**config.mk**
```make
export PLATFORM = sky130hd
export DESIGN_NAME = issue_rat_prf_reclaim
export DESIGN_NICKNAME = d
export VERILOG_FILES = /design/src/rtl/issue_rat_prf_reclaim.sv
export SDC_FILE = /design/constraint.sdc
export NUM_CORES = 1
export LEC_CHECK = 0
export CORE_MARGIN = 3
export CORE_UTILIZATION = 40
export DETAILED_ROUTE_END_ITERATION = 6
export PLACE_DENSITY = 0.55
export SETUP_SLACK_MARGIN = 0.02
export SLEW_MARGIN = 10
export SYNTH_ARGS = -nofsm -noshare
export SYNTH_HDL_FRONTEND = slang
export SYNTH_SLANG_ARGS = --single-unit
```
**constraint.sdc**
```tcl
create_clock -name clk -period 3 [get_ports clk]
set_input_delay 0.45 -clock clk [delete_from_list [all_inputs] [get_ports clk]]
set_output_delay 0.45 -clock clk [all_outputs]
set_load 0.005 [all_outputs]
```
**src/rtl/issue_rat_prf_reclaim.sv**
```systemverilog
// Rename in-flight queue: records {new, old} PRF pairs, returns old PRFs on commit and new PRFs on flush.
// Optional macro ISSUE_RAT_PRF_RECLAIM_OCCUPANCY_EN adds the o_occupancy output.
module issue_rat_prf_reclaim #(
    parameter int DEPTH_LOG2 = 4
) (
    input  logic                  clk,
    input  logic                  reset,
    input  logic                  i_alloc_valid,
    input  logic [5:0]            i_alloc_old_prf,
    input  logic                  i_alloc_old_valid,
    output logic                  o_alloc_ready,
    output logic [5:0]            o_alloc_new_prf,
    input  logic [5:0]            i_acquire_prf,
    input  logic                  i_acquire_valid,
    output logic                  o_acquire_ready,
    input  logic                  i_commit_valid,
    output logic                  o_commit_ready,
    output logic [5:0]            o_redeemed_prf,
    output logic                  o_redeemed_valid,
    input  logic                  i_redeemed_ready,
    input  logic                  i_flush,
    output logic [5:0]            o_abandoned_prf,
    output logic                  o_abandoned_valid,
    input  logic                  i_abandoned_ready,
    output logic                  o_busy
`ifdef ISSUE_RAT_PRF_RECLAIM_OCCUPANCY_EN
    ,
    output logic [DEPTH_LOG2:0]   o_occupancy
`endif
);

    localparam int DEPTH = 1 << DEPTH_LOG2;
    localparam logic [DEPTH_LOG2:0] PTR_ONE = {{DEPTH_LOG2{1'b0}}, 1'b1};

    typedef enum logic {
        IDLE = 1'b0,
        WALK = 1'b1
    } state_t;

    state_t                 state_q;
    logic [DEPTH_LOG2:0]    head_q;
    logic [DEPTH_LOG2:0]    tail_q;
    logic [DEPTH_LOG2:0]    walk_q;
    logic                   redeem_valid_q;
    logic [5:0]             redeem_prf_q;

    logic [5:0]             new_mem [DEPTH];
    logic [5:0]             old_mem [DEPTH];
    logic                   ov_mem  [DEPTH];

    logic [DEPTH_LOG2-1:0]  head_idx;
    logic [DEPTH_LOG2-1:0]  tail_idx;
    logic [DEPTH_LOG2-1:0]  walk_idx;
    logic [DEPTH_LOG2:0]    walk_last;
    logic                   full;
    logic                   empty;
    logic                   idle;
    logic                   push;
    logic                   pop;
    logic                   walk_done;

    assign head_idx  = head_q[DEPTH_LOG2-1:0];
    assign tail_idx  = tail_q[DEPTH_LOG2-1:0];
    assign walk_idx  = walk_q[DEPTH_LOG2-1:0];
    assign walk_last = tail_q - PTR_ONE;

    assign empty = (head_q == tail_q);
    assign full  = (head_q[DEPTH_LOG2] != tail_q[DEPTH_LOG2]) && (head_idx == tail_idx);
    assign idle  = (state_q == IDLE);

    // Readies are forced low while reset is held so nothing is granted during reset.
    assign o_alloc_ready   = ~reset & i_acquire_valid & ~full & idle & ~i_flush;
    assign o_alloc_new_prf = i_acquire_prf;
    assign o_acquire_ready = i_alloc_valid & o_alloc_ready;
    assign o_commit_ready  = ~reset & ~empty & idle & ~i_flush
                           & (~redeem_valid_q | i_redeemed_ready);

    assign push      = o_acquire_ready;
    assign pop       = i_commit_valid & o_commit_ready;
    assign walk_done = (state_q == WALK) && i_abandoned_ready && (walk_q == walk_last);

    assign o_redeemed_valid  = redeem_valid_q;
    assign o_redeemed_prf    = redeem_prf_q;
    assign o_abandoned_valid = (state_q == WALK);
    assign o_abandoned_prf   = new_mem[walk_idx];
    assign o_busy            = (state_q == WALK);

    genvar gi;
    generate
        for (gi = 0; gi < DEPTH; gi++) begin : g_entry
            always_ff @(posedge clk) begin
                if (push && (tail_idx == gi[DEPTH_LOG2-1:0])) begin
                    new_mem[gi] <= i_acquire_prf;
                    old_mem[gi] <= i_alloc_old_prf;
                    ov_mem[gi]  <= i_alloc_old_valid;
                end
            end
        end
    endgenerate

    always_ff @(posedge clk) begin
        if (reset) begin
            state_q        <= IDLE;
            head_q         <= '0;
            tail_q         <= '0;
            walk_q         <= '0;
            redeem_valid_q <= 1'b0;
            redeem_prf_q   <= '0;
        end else begin
            if (push) begin
                tail_q <= tail_q + PTR_ONE;
            end
            if (pop) begin
                head_q <= head_q + PTR_ONE;
            end

            // A reload on commit wins over the consumer draining the previous value.
            if (pop && ov_mem[head_idx]) begin
                redeem_valid_q <= 1'b1;
                redeem_prf_q   <= old_mem[head_idx];
            end else if (i_redeemed_ready) begin
                redeem_valid_q <= 1'b0;
            end

            case (state_q)
                IDLE: begin
                    if (i_flush && !empty) begin
                        state_q <= WALK;
                        walk_q  <= head_q;
                    end
                end
                WALK: begin
                    if (walk_done) begin
                        head_q  <= tail_q;
                        state_q <= IDLE;
                    end else if (i_abandoned_ready) begin
                        walk_q <= walk_q + PTR_ONE;
                    end
                end
                default: state_q <= IDLE;
            endcase
        end
    end

`ifdef ISSUE_RAT_PRF_RECLAIM_OCCUPANCY_EN
    logic [DEPTH_LOG2:0] occ_q;

    always_ff @(posedge clk) begin
        if (reset) begin
            occ_q <= '0;
        end else if (walk_done) begin
            occ_q <= '0;
        end else if (push && !pop) begin
            occ_q <= occ_q + PTR_ONE;
        end else if (pop && !push) begin
            occ_q <= occ_q - PTR_ONE;
        end
    end

    assign o_occupancy = occ_q;
`endif

endmodule

```
Word-level counts from Yosys, hierarchy flattened
Memories as Yosys holds them, arrays and structs flattened. A register that Yosys moved wholly into a read port is not among the register bits.
Index checks and enable logic that the tools add are counted.
{"block": "classes", "eq_ne": 22, "n_reduce_logical": 70, "muxes": 182, "n_bitwise": 17, "addsub": 4}
{"operator": "$mux 4", "count": 48}
{"operator": "$mux 6", "count": 30}
{"operator": "$reduce_or 6->1", "count": 30}
{"operator": "$mux 1", "count": 96}
{"operator": "$eq 4x4->1 const B", "count": 8}
{"operator": "$mux 5", "count": 6}
{"operator": "$logic_and 1x1->1", "count": 21}
{"operator": "$eq 4x3->1 const B", "count": 4}
{"operator": "$add 5x1->5 const B", "count": 3}
{"operator": "$reduce_or 1->1", "count": 15}
{"operator": "$and 1x1->1", "count": 10}
{"operator": "$eq 5x5->1", "count": 2}
{"operator": "$pmux 5 s2", "count": 1}
{"operator": "$eq 4x2->1 const B", "count": 2}
{"operator": "$not 1->1", "count": 6}
{"operator": "$sub 5x1->5 const B", "count": 1}
{"operator": "$eq 4x1->1 const B", "count": 1}
{"operator": "$eq 4x4->1", "count": 1}
{"operator": "$logic_not 4->1", "count": 1}
{"operator": "$ne 2x2->1 const B", "count": 2}
{"operator": "$reduce_and 3->1", "count": 1}
{"operator": "$ne 2x1->1 const B", "count": 1}
{"operator": "$pmux 1 s2", "count": 1}
{"operator": "$reduce_bool 2->1", "count": 1}
{"operator": "other kinds (3)", "count": 3}
{"block": "totals", "output_inout_bits": 24, "memories": 3, "input_bits": 21, "wordCells": 303, "register_bits": 17, "mem_bits_rw": 208}
{"memory": "new_mem", "depth": 16, "width": 6, "read_ports": 1, "rd_clocked_by_memory_dff": 1, "wr": 1, "line": "47", "source": "logic [5:0] new_mem [DEPTH];"}
{"memory": "old_mem", "depth": 16, "width": 6, "read_ports": 1, "rd_clocked_by_memory_dff": 1, "wr": 1, "line": "48", "source": "logic [5:0] old_mem [DEPTH];"}
{"memory": "ov_mem", "depth": 16, "width": 1, "read_ports": 1, "rd_clocked_by_memory_dff": 1, "wr": 1, "line": "49", "source": "logic ov_mem [DEPTH];"}

Depth between registers and ports, before layout
Gate-level depths: netlist (run 1).
{"block": "logic_depth", "ltp_word": 26, "depth_mapped": 8, "ltp_nobuf": 6}

Worst setup path before layout (run 1)
Ideal clock, no wire load.
{"block": "synth_timing", "path_kind": "input to register", "start": "input reset", "end": "memory new_mem[0][0] (enable)", "path_buffers": 0, "t_required_ps": 2600, "arrival_ps": 2277, "slack_ps": 324, "setup_time_ps": 400, "cell_stages": 5, "path_cell_list": "nor3_1 nand3_1 a21oi_2 nand2_1 nor3_1"}
{"block": "synth_via", "elab_chain_cells": 25, "word_cells_on_any_way": 99, "classes_between": "62 x mux; 6 x bitwise; 31 x reduce/logical"}
{"element": "from (decl)", "line": "7", "source": "input logic reset,"}
{"element": "$not 1->1 (*)", "line": "72", "source": "assign o_alloc_ready = ~reset & i_acquire_valid & ~full & idle & ~i_flush;"}
{"element": "$and 1x1->1 (*) (4 in a row)", "line": "72"}
{"element": "$and 1x1->1 (*)", "line": "74", "source": "assign o_acquire_ready = i_alloc_valid & o_alloc_ready;"}
{"element": "named net o_acquire_ready", "line": "15", "source": "output logic o_acquire_ready,"}
{"element": "$logic_and 1x1->1", "line": "92", "source": "if (push && (tail_idx == gi[DEPTH_LOG2-1:0])) begin"}
{"element": "$mux 1", "line": "92"}
{"element": "$mux 1 (not written as such)", "line": "93", "source": "new_mem[gi] <= i_acquire_prf;"}
{"element": "$reduce_or 6->1 (no source line)"}
{"element": "$mux 4 (no source line) or $mux 1 (tied branches) (15 in a row)"}
{"element": "to (decl)", "line": "47"}
The timed path passes the listed nets; every way through them passes the cells marked *.

==> results.md, run 1 <==
- Status: complete, no violations
- 1st-iter DRT viols: between 500 and 600
- Setup tns final: 0 ns
- Switching share of power: between 10% and 20%
- Gate power share: 2.5%
- Initial core utilization: between 40% and 50%
- Row count: 56
- RSZ-0062 raised after global routing: no
- Pre-Repair DR Iteration Count: 5
- Mapped Area: just under 0.01 mm^2
- Nets@finish: ~650
- # diodes: 0
- Critical path startpoint category: register
- # setup viols final: 0
- Endpoints failing hold: 0
- Clk buf depth: 3
- Initial antenna violation count: 0
- Synthesis-to-layout area growth: 19.23%
- Pins Over Slew Limit: 0
- Die area: 0.02598 mm^2
- Per-cell routed wire length: between 20 and 25 um
- Port Buffers: 44
- Largest net degree at the start of global routing: 36
- Crit end category: output port
- Peak VDD IR: roughly 0.00036 V
- Worst skew pair latency: between 0.5 and 0.6 ns
- Hold buffers post-CTS: 0
- Clock Power Share: roughly 44%
- Core area: approximately 0.024 mm^2
- Pint: ~5.4 mW
- Synthesized flop and latch total: between 200 and 250
- Hold Path Cell Cnt: 2
- R2R Path Start: tail_q[1]$_SDFFE_PP0P_
- Post-Route WL: approximately 21,000 um
- Total CTS buffers: 26
- H-tree Lvls: 1
- Slowest stage cell, crit path: mux4_2
- Overall global routing resource usage: between 10% and 20%
- Unique masters post-synth: 52
- Worst-margin pin slew: 0.7648 ns
- HPWL after detailed placement: ~14,000 um
- P per Cell Area: around 580 mW/mm^2
- Min-delay src: o_redeemed_prf[0]$_SDFFE_PP0P_
- DRC Markers: 0
- Fmax: about 350 MHz
- Cell Chain, Critical Path: buf_12 > mux4_2 > mux4_2 > dlygate4sd2_1
- Classification of the worst setup path: register to output port
- Hold path endpoint: o_redeemed_prf[0]$_SDFFE_PP0P_
- Worst Path Required: roughly 2.6 ns
- Setup Skew: roughly 0.0038 ns
- Syn nets: between 500 and 600
- Sequential Power Share: a little over half
- Vias: 5,177
- Worst EP arrival: about 2.4 ns
- CP max FO: 12
- Vias in the first global route: between 5,000 and 6,000
- Psw: approximately 1.3 mW
- R2R Setup Slk: approximately 0.73 ns
- Tot Pwr: between 6 and 7 mW
- EDFF count, synth: approximately 210
- Seq/Total Area, Yosys: ~70%
- Synth Area per Inst: 17.80 um^2
- Routed Antenna Nets: 0
- CTS tree: yes
- Post-Synthesis Cells: between 500 and 600
- Crit path top cell by count: mux4_2
- Post-synth top flop: edfxtp_1
- Max-cap violations: 0
- P_leak: between 3 and 4 nW
- Drt via density: roughly 5.4
- Die W: around 160 um
- R2R depth: 6
- GP Congestion: 0.7816
- IO Count: 45
- Slew headroom: 48.91%
- Post-synth ARST share: 0%
- Share of layout cells above drive strength 1: 23.91%
- Die extent in y: between 150 and 200 um
- Final period utilization: around 95%
- Root buffer cell: clkbuf_16
- Clock transition at path regs: around 0.06 ns
- Clk sinks: roughly 240
- HP Class: register to register
- Synthesis warning total: 0
- First-pass GRT wire length: ~32,000 um
- GR Overflow Total: 0
- Largest stage delay on the critical path: between 0.5 and 0.6 ns
- Period minus WS final: 2.843 ns
## worst max-delay path by stage
| stage | cells past startpoint | end |
|---|---|---|
| floorplan | 5 | new_mem[0][0]$_DFFE_PP_ |
| global placement | 5 | o_acquire_ready |
| detailed placement | 5 | o_acquire_ready |
| CTS | 5 | o_acquire_ready |
| global route | 4 | o_acquire_ready |
| finish | 4 | o_abandoned_prf[3] |
## sequential cells by signal, summed over array words and instances, names as in the netlist, named ones only
register,cells
walk_q,5
old_mem,96
tail_q,5
new_mem,96
o_redeemed_prf,6
ov_mem,16
o_redeemed_valid,1
o_abandoned_valid,1
head_q,5
## power by group through the flow
| stage | Clock [mW] | Combinational (mW) | Sequential [mW] |
|---|---|---|---|
| floorplan | 0 | 0.0657 | 3.63 |
| global placement | 0 | 0.156 | 3.64 |
| detailed placement | 0 | 0.159 | 3.64 |
| CTS | 3.02 | 0.164 | 3.57 |
| global route | 3.17 | 0.178 | 3.56 |
| finish | 2.96 | 0.164 | 3.57 |
## cell families after synthesis
logic type / count (synthesis) / synth area share [%]
multiplexers: 86 / 15.00
flip-flops: 235 / 70.46
AND/OR/NAND/NOR: 85 / 4.599
XOR/XNOR: 15 / 1.364
adder cells (fa/ha/maj): 6 / 0.7794
buffers and inverters: 47 / 2.533
AO/OA/AOI/OAI: 67 / 5.261
## critical path: cells and delay by family (launching register included)
family | cells | cell delay [ns]
buffers and inverters | 2 | 0.46
muxes | 2 | 1.01
DFF | 1 | 0.39
## synth_stat cells, types with 2 or more instances
library cell | count | area share [%]
nand4_1 | 3 | 0.19
a211oi_1 | 9 | 0.70
nand2_1 | 21 | 0.82
mux2_2 | 7 | 0.82
edfxtp_1 | 208 | 65
buf_6 | 3 | 0.35
xnor2_1 | 5 | 0.45
inv_1 | 7 | 0.27
and3_1 | 2 | 0.13
o2111ai_1 | 6 | 0.55
a31oi_1 | 2 | 0.13
buf_1 | 4 | 0.16
nor3_1 | 8 | 0.42
o32ai_1 | 7 | 0.64
a21o_1 | 2 | 0.16
ha_1 | 6 | 0.78
mux4_2 | 46 | 11
a21oi_1 | 12 | 0.62
nand3_1 | 7 | 0.36
buf_2 | 15 | 0.78
clkbuf_1 | 11 | 0.43
buf_4 | 7 | 0.55
dfxtp_1 | 27 | 5.6
o31ai_1 | 4 | 0.31
xor2_1 | 10 | 0.91
mux2i_1 | 33 | 3.4
or3_1 | 2 | 0.13
o21ai_0 | 3 | 0.16
nor2b_1 | 10 | 0.65
nor2_1 | 20 | 0.78
nand2b_1 | 5 | 0.32
a22oi_1 | 9 | 0.70
## layer usage
layer / GRT usage (%) / vias to the layer above / part of all wire [%]
met5: 0 / - / 0
met4: 3.442 / 0 / 1.3
met3: 2.821 / 22 / 5.5
met2: 26.51 / 158 / 48
met1: 23.63 / 2664 / 45
li1: - / 2333 / -
## cell type report
type	count	area, um^2
Fill cell	2023	12060
Clock buffer	29	683.2
Multi-Input combinational cell	259	2629
Clock inverter	19	122.6
Timing Repair Buffer	91	830.8
Sequential cell	235	6793
Inverter	7	26.28
Tap cell	319	399.1
## cell usage in the layout, fill, tap and decap left out, types with 9 or more instances in the layout
cell             synthesis  final
clkbuf_16                0     27
nor2_1                  20     20
a211oi_1                 9      9
clkdlybuf4s50_1          0     38
mux2i_1                 33     33
buf_4                    7     44
nor2b_1                 10     10
edfxtp_1               208    208
a22oi_1                  9      9
nand2_1                 21     21
dfxtp_1                 27     24
xor2_1                  10     10
a21oi_1                 12     12
mux4_2                  46     46
## timing repair
| action | 4_1_cts | 5_1_grt |
|---|---|---|
| resized for setup | 8 | 2 |
| setup buffers | 3 | 0 |
| setup endpoints to repair | 7 | 2 |
| cloned | 1 | 0 |
| pin swaps | 1 | 1 |
## metrics by stage
stage | cells | hold slack, ns | util (%) | area [um^2] | setup WS [ns]
global route | 959 | 0.4781 | 48.78 | 11480 | 0.04108
global placement | 907 | 0.4536 | 45.07 | 10610 | 0.3003
finish | 959 | 0.4611 | 48.78 | 11480 | 0.1567
floorplan | 541 | 0.4511 | - | 9632 | 0.3236
CTS | 959 | 0.4665 | 48.74 | 11470 | 0.04361
detailed placement | 907 | 0.4502 | 45.07 | 10610 | 0.2473
(Power assumes the default switching activity.)
==> inputs of run 2 (changes only) <==
--- a/config.mk
+++ b/config.mk
@@ -5,7 +5,6 @@
 export SDC_FILE = /design/constraint.sdc
 export NUM_CORES = 1
 export LEC_CHECK = 0
-export CORE_MARGIN = 3
 export CORE_UTILIZATION = 40
 export DETAILED_ROUTE_END_ITERATION = 6
 export PLACE_DENSITY = 0.55
==> run 2 against run 1 <==
  * Via count is 1.9% lower
  * Power decreased by 3.2%
  * Sequential share of layout area rose by 0.74 points
  * Clock-buffer cell count rose by 2
  * Die area down 4.9%
  * Maximum frequency fell by 0.31%
  * Critical path depth stayed put
  * Clock skew up 0.0053 ns
  * First-iteration DRC count shrank 29%
  * Combinational power about the same
  * Register-to-register slack lost 0.07 ns
  * Hold slack improved by 0.00078 ns
  * Largest cell class unchanged
==> results.md, run 2 (synthesized netlist as in run 1, its figures left out) <==
- Status: complete, no violations
- Most common cell after layout, fill and taps aside: edfxtp_1
- Nets@finish: 640
- Delay-heaviest family, CP: multiplexers
- Initial core utilization: between 40% and 50%
- Share of layout cells above drive strength 1: approximately 22%
- Clock transition at path regs: around 0.06 ns
- 1st-iter DRT viols: ~380
- Met1 Track Usage GR: 25.25%
- Setup Skew: approximately 0.009 ns
- Worst EP arrival: ~2.4 ns
- Clk buf depth: 3
- Final Non-Filler Cells: 950
- Worst Path Required: 2.55 ns
- Die extent in y: between 150 and 200 um
- Total CTS buffers: 25
- Port Buffers: 44
- Finished Cell Area: between 0.01 and 0.015 mm^2
- Most frequent cells in the layout: edfxtp_1 (208), mux4_2 (46), buf_4 (39), clkdlybuf4s50_1 (38), mux2i_1 (33)
- # setup viols final: 0
- CTS tree: yes
- Largest stage delay on the critical path: between 0.5 and 0.6 ns
- Gr busiest metal: met2
- Root buffer cell: clkbuf_16
- HPWL after detailed placement: between 10,000 and 15,000 um
- Worst skew pair latency: between 0.5 and 0.6 ns
- Setup bufs post-CTS: 0
- RSZ-0062 raised after global routing: no
- Initial antenna violation count: 0
- H-tree Lvls: 1
- Pins Over Slew Limit: 0
- Min-delay src: o_redeemed_prf[1]$_SDFFE_PP0P_
- Endpoints failing hold: 0
- Worst-margin pin slew: approximately 0.73 ns
- Crit path top cell by count: mux4_2
- Largest net degree at the start of global routing: 36
- R2R Path Start: tail_q[1]$_SDFFE_PP0P_
- Overall global routing resource usage: between 10% and 20%
- Peak VDD IR: 0.0004241 V
- Slowest stage cell, crit path: mux4_2
- # diodes: 0
- Fmax: between 300 and 400 MHz
- DRC Markers: 0
- P_leak: roughly 3.6 nW
- Die W: approximately 160 um
- Routed Antenna Nets: 0
- Vias: 5,077
- GP Congestion: roughly 0.80
- Critical path startpoint category: register
- Max-cap violations: 0
- HP Class: register to register
- Period minus WS final: 2.852 ns
- Fill count: approximately 2,000
- First-pass GRT wire length: ~32,000 um
- CP max FO: 12
- Drt via density: ~5.3
- GR Overflow Total: 0
- Pre-Repair DR Iteration Count: 5
- Top flop regs: new_mem (96), old_mem (96), ov_mem (16)
- Crit end category: output port
- Worst Path Buf+Inv: 2
- Vias in the first global route: 5,227
- Final period utilization: 95.07%
- Core area: about 0.024 mm^2
- Synthesis-to-layout area growth: 17.75%
- IO Count: 45
- Post-DP Area: 0.01059 mm^2
- Cell Chain, Critical Path: buf_12 > mux4_2 > mux4_2 > dlygate4sd2_1
- Placed cells: ~900
- Clk sinks: around 240
- Setup tns final: 0 ns
- Die area: ~0.025 mm^2
- P per Cell Area: ~570 mW/mm^2
- Post-Route WL: around 21,000 um
- Met3 global-route usage: 2.423%
- Slew headroom: just over 50%
- M2 GR Usage: about 29%
- Row count: 56
- Classification of the worst setup path: register to output port
- Per-cell routed wire length: between 20 and 25 um
[run 2: cell count changes in the layout (fill, tap and decap cells not counted), sizes merged]
cell,before,now
buf,47,41
clkbuf,29,31
bufinv,1,0
clkinv,14,12
clkinvlp,3,0
inv,8,9
[run 2: area by class of cell]
class,instances,area [um^2],area share [%]
Clock buffer,31,648.1,5.715
Clock inverter,14,80.08,0.7061
Inverter,7,26.28,0.2317
Multi-Input combinational cell,259,2621,23.11
Sequential cell,235,6793,59.90
Tap cell,319,399.1,3.519
Timing Repair Buffer,85,773.2,6.818
[run 2: worst reg2reg max path, cell delays in order, from the launching register on]
cell and delay [ns]:
dfxtp_1 0.51, inv_1 0.11, ha_1 0.36, xor2_1 0.18, nand4_1 0.40, o22ai_4 0.47, o32ai_1 0.17
[run 2: final timing paths]
path	slack, ns	endpoint	cells after the start
worst max-delay path	0.15	o_abandoned_prf[2]	4
worst min-delay path	0.46	o_redeemed_prf[1]$_SDFFE_PP0P_	2
worst max register to register	0.66	register	6
worst min register to register	0.46	o_redeemed_prf[1]$_SDFFE_PP0P_	2
[run 2: per-stage QoR]
step | hold WS [ns] | util (%) | worst slack, ns | power (mW)
5_1_grt | 0.4951 | 48.17 | 0.02990 | 6.673
3_5_place_dp | 0.4607 | 44.98 | 0.2821 | 3.802
3_3_place_gp | 0.4506 | 44.98 | 0.3278 | 3.796
4_1_cts | 0.4692 | 48.17 | 0.08410 | 6.548
2_1_floorplan | 0.4511 | - | 0.3236 | 3.699
6_report | 0.4619 | 48.17 | 0.1480 | 6.474
[run 2: repair_timing]
action,in CTS,in global routing
resized for setup,8,1
cloned,1,0
hold endpoints to repair,0,0
setup endpoints to repair,6,1
hold buffers,0,0
[run 2: power breakdown]
group,total (mW),switching (mW),internal (mW),leakage [nW]
Sequential,3.57,0.00503,3.56,2.09
Clock,2.75,1.21,1.54,0.360
Combinational,0.162,0.0926,0.0693,1.14
[run 2: routing by layer]
metal  vias to the layer above  part of all wire, %
met3                        24                  4.2
met4                         0                  1.9
met5                         -                    0
li1                       2315                    -
met1                      2629                   45
met2                       109                   49
